[config.mk]
export PLATFORM = sky130hd
export DESIGN_NAME = fpu_iter
export DESIGN_NICKNAME = d
export VERILOG_FILES = /design/src/rtl/fpu_pkg.sv /design/src/rtl/fpu_round.sv /design/src/rtl/fpu_iter.sv
export SDC_FILE = /design/constraint.sdc
export NUM_CORES = 1
export LEC_CHECK = 0
export ABC_AREA = 1
export CAP_MARGIN = 20
export CORE_MARGIN = 2
export CORE_UTILIZATION = 25
export CTS_BUF_LIST = sky130_fd_sc_hd__clkbuf_8
export DETAILED_ROUTE_END_ITERATION = 8
export PLACE_DENSITY = 0.49
export SYNTH_ARGS = -nofsm -noshare
export SYNTH_HDL_FRONTEND = slang
export SYNTH_SLANG_ARGS = --single-unit
[constraint.sdc]
create_clock -name clk -period 4.4 [get_ports clk]
set_input_delay 1.1 -clock clk [delete_from_list [all_inputs] [get_ports clk]]
set_output_delay 1.1 -clock clk [all_outputs]
set_load 0.01 [all_outputs]
[src/rtl/fpu_pkg.sv]
// Shared definitions for the iterative FPU family: rounding-mode and
// operation encodings, the controller state type and the exponent bias helper.
package fpu_pkg;

    localparam logic [1:0] RM_RNE = 2'b00;
    localparam logic [1:0] RM_RTZ = 2'b01;
    localparam logic [1:0] RM_RTP = 2'b10;
    localparam logic [1:0] RM_RTN = 2'b11;

    localparam logic OP_MUL = 1'b0;
    localparam logic OP_DIV = 1'b1;

    typedef enum logic [2:0] {
        ST_IDLE,
        ST_UNPACK,
        ST_ITER,
        ST_NORM,
        ST_ROUND,
        ST_DONE
    } state_e;

    // Exponent bias for an exp_w-bit exponent field.
    function automatic int bias(input int exp_w);
        return (1 << (exp_w - 1)) - 1;
    endfunction

endpackage

[src/rtl/fpu_round.sv]
// Combinational rounder: takes a normalised mantissa with guard/round/sticky,
// applies the rounding mode, renormalises on carry-out and packs the result,
// saturating to inf / max-finite on overflow and flushing to zero on underflow.
module fpu_round
    import fpu_pkg::*;
#(
    parameter int EXP_W = 8,
    parameter int MAN_W = 23
) (
    input  logic                   sign,
    input  logic signed [EXP_W+1:0] exp_in,
    input  logic [MAN_W+3:0]       man_grs,    // {hidden, fraction, guard, round, sticky}
    input  logic [1:0]             round_mode,
    output logic [EXP_W+MAN_W:0]   y,
    output logic                   overflow
);

    localparam logic signed [EXP_W+1:0] EXP_MAX  = $signed({2'b00, {EXP_W{1'b1}}});
    localparam logic signed [EXP_W+1:0] EXP_ZERO = '0;
    localparam logic signed [EXP_W+1:0] EXP_ONE  = 1;

    logic [MAN_W:0]          man;
    logic                    guard;
    logic                    rest;
    logic                    inc;
    logic [MAN_W+1:0]        sum;
    logic signed [EXP_W+1:0] exp_r;
    logic [MAN_W-1:0]        frac;
    logic                    to_inf;

    // Round increment, carry renormalisation, then range handling.
    always_comb begin
        man   = man_grs[MAN_W+3:3];
        guard = man_grs[2];
        rest  = man_grs[1] | man_grs[0];
        case (round_mode)
            RM_RNE:  inc = guard & (rest | man[0]);
            RM_RTZ:  inc = 1'b0;
            RM_RTP:  inc = ~sign & (guard | rest);
            default: inc = sign & (guard | rest);
        endcase
        sum   = {1'b0, man} + {{(MAN_W+1){1'b0}}, inc};
        exp_r = exp_in;
        frac  = sum[MAN_W-1:0];
        if (sum[MAN_W+1]) begin
            exp_r = exp_in + EXP_ONE;
            frac  = sum[MAN_W:1];
        end
        to_inf = (round_mode == RM_RNE) ||
                 ((round_mode == RM_RTP) && !sign) ||
                 ((round_mode == RM_RTN) && sign);
        overflow = 1'b0;
        y        = '0;
        if (exp_r >= EXP_MAX) begin
            overflow = 1'b1;
            if (to_inf) y = {sign, {EXP_W{1'b1}}, {MAN_W{1'b0}}};
            else        y = {sign, {(EXP_W-1){1'b1}}, 1'b0, {MAN_W{1'b1}}};
        end else if (exp_r <= EXP_ZERO) begin
            y = {sign, {(EXP_W+MAN_W){1'b0}}};
        end else begin
            y = {sign, exp_r[EXP_W-1:0], frac};
        end
    end

endmodule

[src/rtl/fpu_iter.sv]
// Iterative floating-point multiply/divide with valid/ready handshake.
// Multiply is shift-add, divide is restoring; one mantissa bit per cycle.
// Subnormal inputs are treated as signed zero.
// Build option: define FPU_STICKY_FLAGS_EN to add flag_clear and the
// sticky_error / sticky_overflow accumulators.
module fpu_iter
    import fpu_pkg::*;
#(
    parameter int EXP_W = 8,
    parameter int MAN_W = 23
) (
    input  logic                 clk,
    input  logic                 reset,
    input  logic                 in_valid,
    output logic                 in_ready,
    input  logic                 op,
    input  logic [1:0]           round_mode,
    input  logic [EXP_W+MAN_W:0] A,
    input  logic [EXP_W+MAN_W:0] B,
    output logic                 out_valid,
    input  logic                 out_ready,
`ifdef FPU_STICKY_FLAGS_EN
    input  logic                 flag_clear,
    output logic                 sticky_error,
    output logic                 sticky_overflow,
`endif
    output logic [EXP_W+MAN_W:0] Y,
    output logic                 error,
    output logic                 overflow
);

    localparam int W     = 1 + EXP_W + MAN_W;
    localparam int M     = MAN_W + 1;
    localparam int N_MUL = MAN_W + 1;
    localparam int N_DIV = MAN_W + 3;
    localparam int CW    = $clog2(N_DIV + 1);
    localparam logic signed [EXP_W+1:0] BIAS_S = (EXP_W+2)'(bias(EXP_W));
    localparam logic signed [EXP_W+1:0] ONE_S  = 1;
    localparam logic [W-1:0] QNAN = {1'b0, {EXP_W{1'b1}}, 1'b1, {(MAN_W-1){1'b0}}};

    state_e state_q, state_d;

    logic                    op_q, op_d;
    logic [1:0]              rm_q, rm_d;
    logic [W-1:0]            a_q, a_d, b_q, b_d;
    logic [M-1:0]            ma_q, ma_d, mb_q, mb_d;
    logic                    sign_q, sign_d;
    logic signed [EXP_W+1:0] exp_q, exp_d;
    logic [2*M-1:0]          acc_q, acc_d;
    logic [M:0]              rem_q, rem_d;
    logic [CW-1:0]           cnt_q, cnt_d;
    logic [MAN_W+3:0]        mgrs_q, mgrs_d;
    logic [W-1:0]            y_q, y_d;
    logic                    err_q, err_d, ovf_q, ovf_d;

    logic [EXP_W-1:0] exp_a, exp_b;
    logic [MAN_W-1:0] frac_a, frac_b;
    logic             nan_a, nan_b, inf_a, inf_b, zero_a, zero_b;
    logic             res_sign, invalid, is_inf, is_zero, special;
    logic [W-1:0]     special_y;

    logic [M:0]       mul_sum;
    logic             div_ge;
    logic [M:0]       rem_sel;
    logic [2*M-1:0]   norm_p;
    logic [N_DIV-1:0] quo, norm_quo;

    logic [W-1:0]     rnd_y;
    logic             rnd_ovf;

    // State register.
    always_ff @(posedge clk) begin
        if (reset) state_q <= ST_IDLE;
        else       state_q <= state_d;
    end

    // Next-state logic.
    always_comb begin
        state_d = state_q;
        case (state_q)
            ST_IDLE:   if (in_valid) state_d = ST_UNPACK;
            ST_UNPACK: state_d = special ? ST_DONE : ST_ITER;
            ST_ITER:   if (cnt_q == CW'(1)) state_d = ST_NORM;
            ST_NORM:   state_d = ST_ROUND;
            ST_ROUND:  state_d = ST_DONE;
            ST_DONE:   if (out_ready) state_d = ST_IDLE;
            default:   state_d = ST_IDLE;
        endcase
    end

    // Handshake outputs; in_ready is held low while reset is asserted.
    always_comb begin
        in_ready  = (state_q == ST_IDLE) && !reset;
        out_valid = (state_q == ST_DONE);
    end

    // Operand decode and special-case classification.
    always_comb begin
        exp_a    = a_q[W-2:MAN_W];
        exp_b    = b_q[W-2:MAN_W];
        frac_a   = a_q[MAN_W-1:0];
        frac_b   = b_q[MAN_W-1:0];
        nan_a    = (exp_a == '1) && (frac_a != '0);
        nan_b    = (exp_b == '1) && (frac_b != '0);
        inf_a    = (exp_a == '1) && (frac_a == '0);
        inf_b    = (exp_b == '1) && (frac_b == '0);
        zero_a   = (exp_a == '0);
        zero_b   = (exp_b == '0);
        res_sign = a_q[W-1] ^ b_q[W-1];
        if (op_q == OP_MUL) begin
            invalid = nan_a | nan_b | (zero_a & inf_b) | (inf_a & zero_b);
            is_inf  = inf_a | inf_b;
            is_zero = zero_a | zero_b;
        end else begin
            invalid = nan_a | nan_b | (zero_b & ~inf_a) | (inf_a & inf_b);
            is_inf  = inf_a;
            is_zero = zero_a | inf_b;
        end
        special = invalid | is_inf | is_zero;
        if (invalid)     special_y = QNAN;
        else if (is_inf) special_y = {res_sign, {EXP_W{1'b1}}, {MAN_W{1'b0}}};
        else             special_y = {res_sign, {(W-1){1'b0}}};
    end

    // Datapath next-state: capture, unpack, iterate, normalise, round.
    always_comb begin
        op_d   = op_q;
        rm_d   = rm_q;
        a_d    = a_q;
        b_d    = b_q;
        ma_d   = ma_q;
        mb_d   = mb_q;
        sign_d = sign_q;
        exp_d  = exp_q;
        acc_d  = acc_q;
        rem_d  = rem_q;
        cnt_d  = cnt_q;
        mgrs_d = mgrs_q;
        y_d    = y_q;
        err_d  = err_q;
        ovf_d  = ovf_q;

        mul_sum  = {1'b0, acc_q[2*M-1:M]} + (acc_q[0] ? {1'b0, ma_q} : '0);
        div_ge   = rem_q >= {1'b0, mb_q};
        rem_sel  = div_ge ? (rem_q - {1'b0, mb_q}) : rem_q;
        norm_p   = acc_q[2*M-1] ? acc_q : {acc_q[2*M-2:0], 1'b0};
        quo      = acc_q[N_DIV-1:0];
        norm_quo = quo[N_DIV-1] ? quo : {quo[N_DIV-2:0], 1'b0};

        case (state_q)
            ST_IDLE: begin
                if (in_valid) begin
                    op_d = op;
                    rm_d = round_mode;
                    a_d  = A;
                    b_d  = B;
                end
            end
            ST_UNPACK: begin
                sign_d = res_sign;
                ma_d   = {1'b1, frac_a};
                mb_d   = {1'b1, frac_b};
                if (op_q == OP_MUL) begin
                    exp_d = $signed({2'b00, exp_a}) + $signed({2'b00, exp_b}) - BIAS_S;
                    acc_d = {{M{1'b0}}, 1'b1, frac_b};
                    cnt_d = CW'(N_MUL);
                end else begin
                    exp_d = $signed({2'b00, exp_a}) - $signed({2'b00, exp_b}) + BIAS_S;
                    acc_d = '0;
                    cnt_d = CW'(N_DIV);
                end
                rem_d = {2'b01, frac_a};
                if (special) begin
                    y_d   = special_y;
                    err_d = invalid;
                    ovf_d = 1'b0;
                end
            end
            ST_ITER: begin
                cnt_d = cnt_q - 1'b1;
                if (op_q == OP_MUL) begin
                    acc_d = {mul_sum, acc_q[M-1:1]};
                end else begin
                    acc_d = {acc_q[2*M-2:0], div_ge};
                    rem_d = {rem_sel[M-1:0], 1'b0};
                end
            end
            ST_NORM: begin
                if (op_q == OP_MUL) begin
                    mgrs_d = {norm_p[2*M-1:M], norm_p[M-1], norm_p[M-2], |norm_p[M-3:0]};
                    if (acc_q[2*M-1]) exp_d = exp_q + ONE_S;
                end else begin
                    // Only guard is known exactly; round folds into sticky via the remainder.
                    mgrs_d = {norm_quo[N_DIV-1:2], norm_quo[1], norm_quo[0], |rem_q};
                    if (!quo[N_DIV-1]) exp_d = exp_q - ONE_S;
                end
            end
            ST_ROUND: begin
                y_d   = rnd_y;
                ovf_d = rnd_ovf;
                err_d = 1'b0;
            end
            ST_DONE: begin
                if (out_ready) begin
                    y_d   = '0;
                    err_d = 1'b0;
                    ovf_d = 1'b0;
                end
            end
            default: ;
        endcase
    end

    // Datapath registers.
    always_ff @(posedge clk) begin
        if (reset) begin
            op_q   <= OP_MUL;
            rm_q   <= RM_RNE;
            a_q    <= '0;
            b_q    <= '0;
            ma_q   <= '0;
            mb_q   <= '0;
            sign_q <= 1'b0;
            exp_q  <= '0;
            acc_q  <= '0;
            rem_q  <= '0;
            cnt_q  <= '0;
            mgrs_q <= '0;
            y_q    <= '0;
            err_q  <= 1'b0;
            ovf_q  <= 1'b0;
        end else begin
            op_q   <= op_d;
            rm_q   <= rm_d;
            a_q    <= a_d;
            b_q    <= b_d;
            ma_q   <= ma_d;
            mb_q   <= mb_d;
            sign_q <= sign_d;
            exp_q  <= exp_d;
            acc_q  <= acc_d;
            rem_q  <= rem_d;
            cnt_q  <= cnt_d;
            mgrs_q <= mgrs_d;
            y_q    <= y_d;
            err_q  <= err_d;
            ovf_q  <= ovf_d;
        end
    end

    fpu_round #(
        .EXP_W(EXP_W),
        .MAN_W(MAN_W)
    ) u_round (
        .sign      (sign_q),
        .exp_in    (exp_q),
        .man_grs   (mgrs_q),
        .round_mode(rm_q),
        .y         (rnd_y),
        .overflow  (rnd_ovf)
    );

    assign Y        = y_q;
    assign error    = err_q;
    assign overflow = ovf_q;

`ifdef FPU_STICKY_FLAGS_EN
    logic sticky_err_q, sticky_err_d, sticky_ovf_q, sticky_ovf_d;

    // Sticky accumulation; a set on the handshake overrides a coincident clear.
    always_comb begin
        sticky_err_d = flag_clear ? 1'b0 : sticky_err_q;
        sticky_ovf_d = flag_clear ? 1'b0 : sticky_ovf_q;
        if ((state_q == ST_DONE) && out_ready) begin
            sticky_err_d = sticky_err_d | err_q;
            sticky_ovf_d = sticky_ovf_d | ovf_q;
        end
    end

    // Sticky flag registers.
    always_ff @(posedge clk) begin
        if (reset) begin
            sticky_err_q <= 1'b0;
            sticky_ovf_q <= 1'b0;
        end else begin
            sticky_err_q <= sticky_err_d;
            sticky_ovf_q <= sticky_ovf_d;
        end
    end

    assign sticky_error    = sticky_err_q;
    assign sticky_overflow = sticky_ovf_q;
`endif

endmodule

==> flow_summary.yaml <==
outcome:
  status: "finished, final reports clean"
drt:
  vias_per_cell: 4.66
  drc_errors: 0
  antenna_left: 0
  highest_layer: "met4"
  drt_iter0_drc: 1091
  firstDrtPassIters: 7
  wl_met1_um: 28400
  met2_length_um: 27000
  routedWlPerCell_um: 16.0
  totalWireLength_um: 59900
  num_vias: 17500
  met3_length_um: 2680
cts:
  cts.sink_count: 267
  cts_setup_buffers: 0
  insertion_delay_ns: 0.65
  tritoncts: "done"
  root_buffer: "clkbuf_8"
  htree_levels: 2
  numCtsBuffers: 51
  hold_buffers: 0
  cts_buffer_depth: 3
  clk_pin_slew_worst_paths_ns: 0.07
  cts.repair.resized: 0
sta:
  max_slew_margin_pct: 43.0
  fin_setup_tns_ns: 0
  finalCritPeriodShare_pct: 84.7
  drv_slew: 0
  fin_crit_ns: 3.73
  skew_ns: 0.0427
  rsz0062_at_grt: "false"
  setup_viol: 0
  final-hold-violation-count: 0
  max_freq_mhz: 268
  fin_ws_ns: 0.673
  worstMarginPinSlew_ns: 0.853
layout:
  synthToLayoutAreaGrowth_pct: 17.4
  mostFrequentLayoutCells: "nand2_1, inv_1, a21oi_1"
  nets: 2930
  fillerInstances: 7888
  layout_commonest_cell: "nand2_1"
  insertedDiodeCount: 0
  drive_gt1_share_pct: 5.92
synthesis:
  yosysSeqAreaShare_pct: 30.6
  syn-cell-area_um2: 17500
  syn-instance-count: 2729
  syn_nets: 2883
  ys_warn_count: 0
  ys_ff_latch: 267
  ys_types: 53
  synth.avg_cell_area_um2: 6.41
floorplan:
  die_x_um: 268
  ios: 107
  die-height_um: 268
  rows: 96
  core_um2: 68900
  start_util_pct: 25.4
  dieArea_um2: 72100
pwr:
  power.density_nw_per_um2: 725
  irDropWorstVdd_mv: 0.521
  leakage_nw: 8.76
global_routing:
  overflow: 0
  grt_usage_pct: 16.6
  grt_max_degree: 111
  antenna_found_initial: 1
  grt_pass1_wl_um: 94900
  grt_pass1_vias: 17000
critical_path:
  crit_path_start_kind: "register"
  cp.required_ns: 4.97
  crit_fanout: 23
  cp_data_arrival_time_ns: 4.29
  path_class: "reg2reg"
  crit_path_end_kind: "register"
placed_design:
  preCtsSetupSlack_ns: 0.705
  gp_congestion: 0.896
  dpl.hpwl_um: 44800
  numPortBuffers: 106
hold_path:
  hold_path.class: "reg2reg"
flow_run:
  cap_violations: 0
power by group:
part / leakage (nW) / internal [W] / switching [W]
Clock: 0.621 / 0.00146 / 0.00119
Combinational: 5.96 / 0.00288 / 0.00565
Sequential: 2.18 / 0.00310 / 0.000615
Total: 8.76 / 0.00744 / 0.00746
Yosys cell counts, drive strengths merged:
library cell	instances	area (um^2)
a22oi	1	7.51
o311ai	2	17.5
o211ai	43	323
o21a	3	22.5
nand3	186	936
o221a	1	11.3
nand4	37	231
buf	29	166
or2	15	93.8
nand2	515	1960
inv	393	1480
nor2	222	861
a41oi	1	8.76
a21boi	3	22.5
o22ai	1	6.26
a21oi	346	1770
nor3	24	141
o21bai	12	90.1
xnor2	25	219
ha	79	988
o221ai	1	8.76
a2111oi	1	8.76
mux2i	1	10.0
fa	4	80.1
xor2	34	298
a31oi	33	206
clkinv	2	7.51
o31ai	2	15.0
clkbuf	113	424
o32ai	1	8.76
o21ai	304	1530
a211oi	5	37.5
dfxtp	267	5350
a221oi	2	17.5
o41ai	1	8.76
nor4	11	68.8
nand3b	5	37.5
a221o	1	10.0
a21o	3	22.5
final timing paths:
kind            from      end  slack (ns)  cells after the start
max          rm_q[1]     Y[2]        0.67                     19
min reg2reg  a_q[31]  a_q[31]        0.46                      2
min          a_q[31]  a_q[31]        0.46                      2
max reg2reg  rm_q[1]     Y[2]        0.67                     19
through the flow:
stage	cell area [um^2]	hold slack, ns	utilization (%)	total power (W)	std cells
6_report	20500	0.460	29.8	0.0149	3750
5_1_grt	20500	0.486	29.8	0.0163	3750
4_1_cts	20500	0.464	29.8	0.0150	3750
3_5_place_dp	19400	0.454	28.2	0.0123	3654
3_3_place_gp	19400	0.451	28.2	0.0123	3654
2_1_floorplan	17500	0.435	-	0.00985	2729
critical path, cell delays in order (launching register included):
cell and delay [ns]:
dfxtp_1 0.33, inv_1 0.07, nor2_1 0.09, ha_1 0.23
o32ai_1 0.26, ha_1 0.26, ha_1 0.22, nand3_2 0.14
nor2_2 0.22, nand3_1 0.20, nor3_2 0.23, inv_1 0.09
nor2_1 0.09, nor2_1 0.06, inv_1 0.52, buf_4 0.28
nand3_1 0.08, nand2_1 0.08, nand3_1 0.06, a21oi_1 0.13
registers in the layout (all words and copies together), names as in the netlist:
register and count:
Y 32, a_q 32, acc_q 48, b_q 32, cnt_q 5, error 1
exp_q 10, ma_q 24, mb_q 23, mgrs_q 27, op_q 1, overflow 1
rem_q 25, rm_q 2, sign_q 1, state_q 3
cell type report:
cell class | instances | area, um^2 | area share (%)
multi-input combinational | 1925 | 10100 | 49.2
clock inverter | 27 | 155 | 0.756
clock buffer | 69 | 950 | 4.62
timing repair buffer | 136 | 1330 | 6.50
sequential | 267 | 5350 | 26.0
tap | 931 | 1160 | 5.67
inverter | 395 | 1490 | 7.23
metal layers:
| metal | up-vias | GRT usage [%] |
|---|---|---|
| li1 | 9129 | - |
| met2 | 349 | 27.2 |
| met3 | 104 | 2.05 |
| met5 | - | 0 |
| met4 | 0 | 5.62 |
| met1 | 7887 | 22.6 |
logic make-up after synthesis:
| kind of cell | after synthesis | synth area share, % |
|---|---|---|
| AO/OA/AOI/OAI | 767 | 23.7 |
| XOR/XNOR | 59 | 2.96 |
| AND/OR/NAND/NOR | 1015 | 24.7 |
| flip-flops | 267 | 30.6 |
| buffers and inverters | 537 | 11.9 |
| adder cells (fa/ha/maj) | 83 | 6.11 |
| multiplexers | 1 | 0.0572 |
Note: power is estimated with default switching activity, not from simulation.
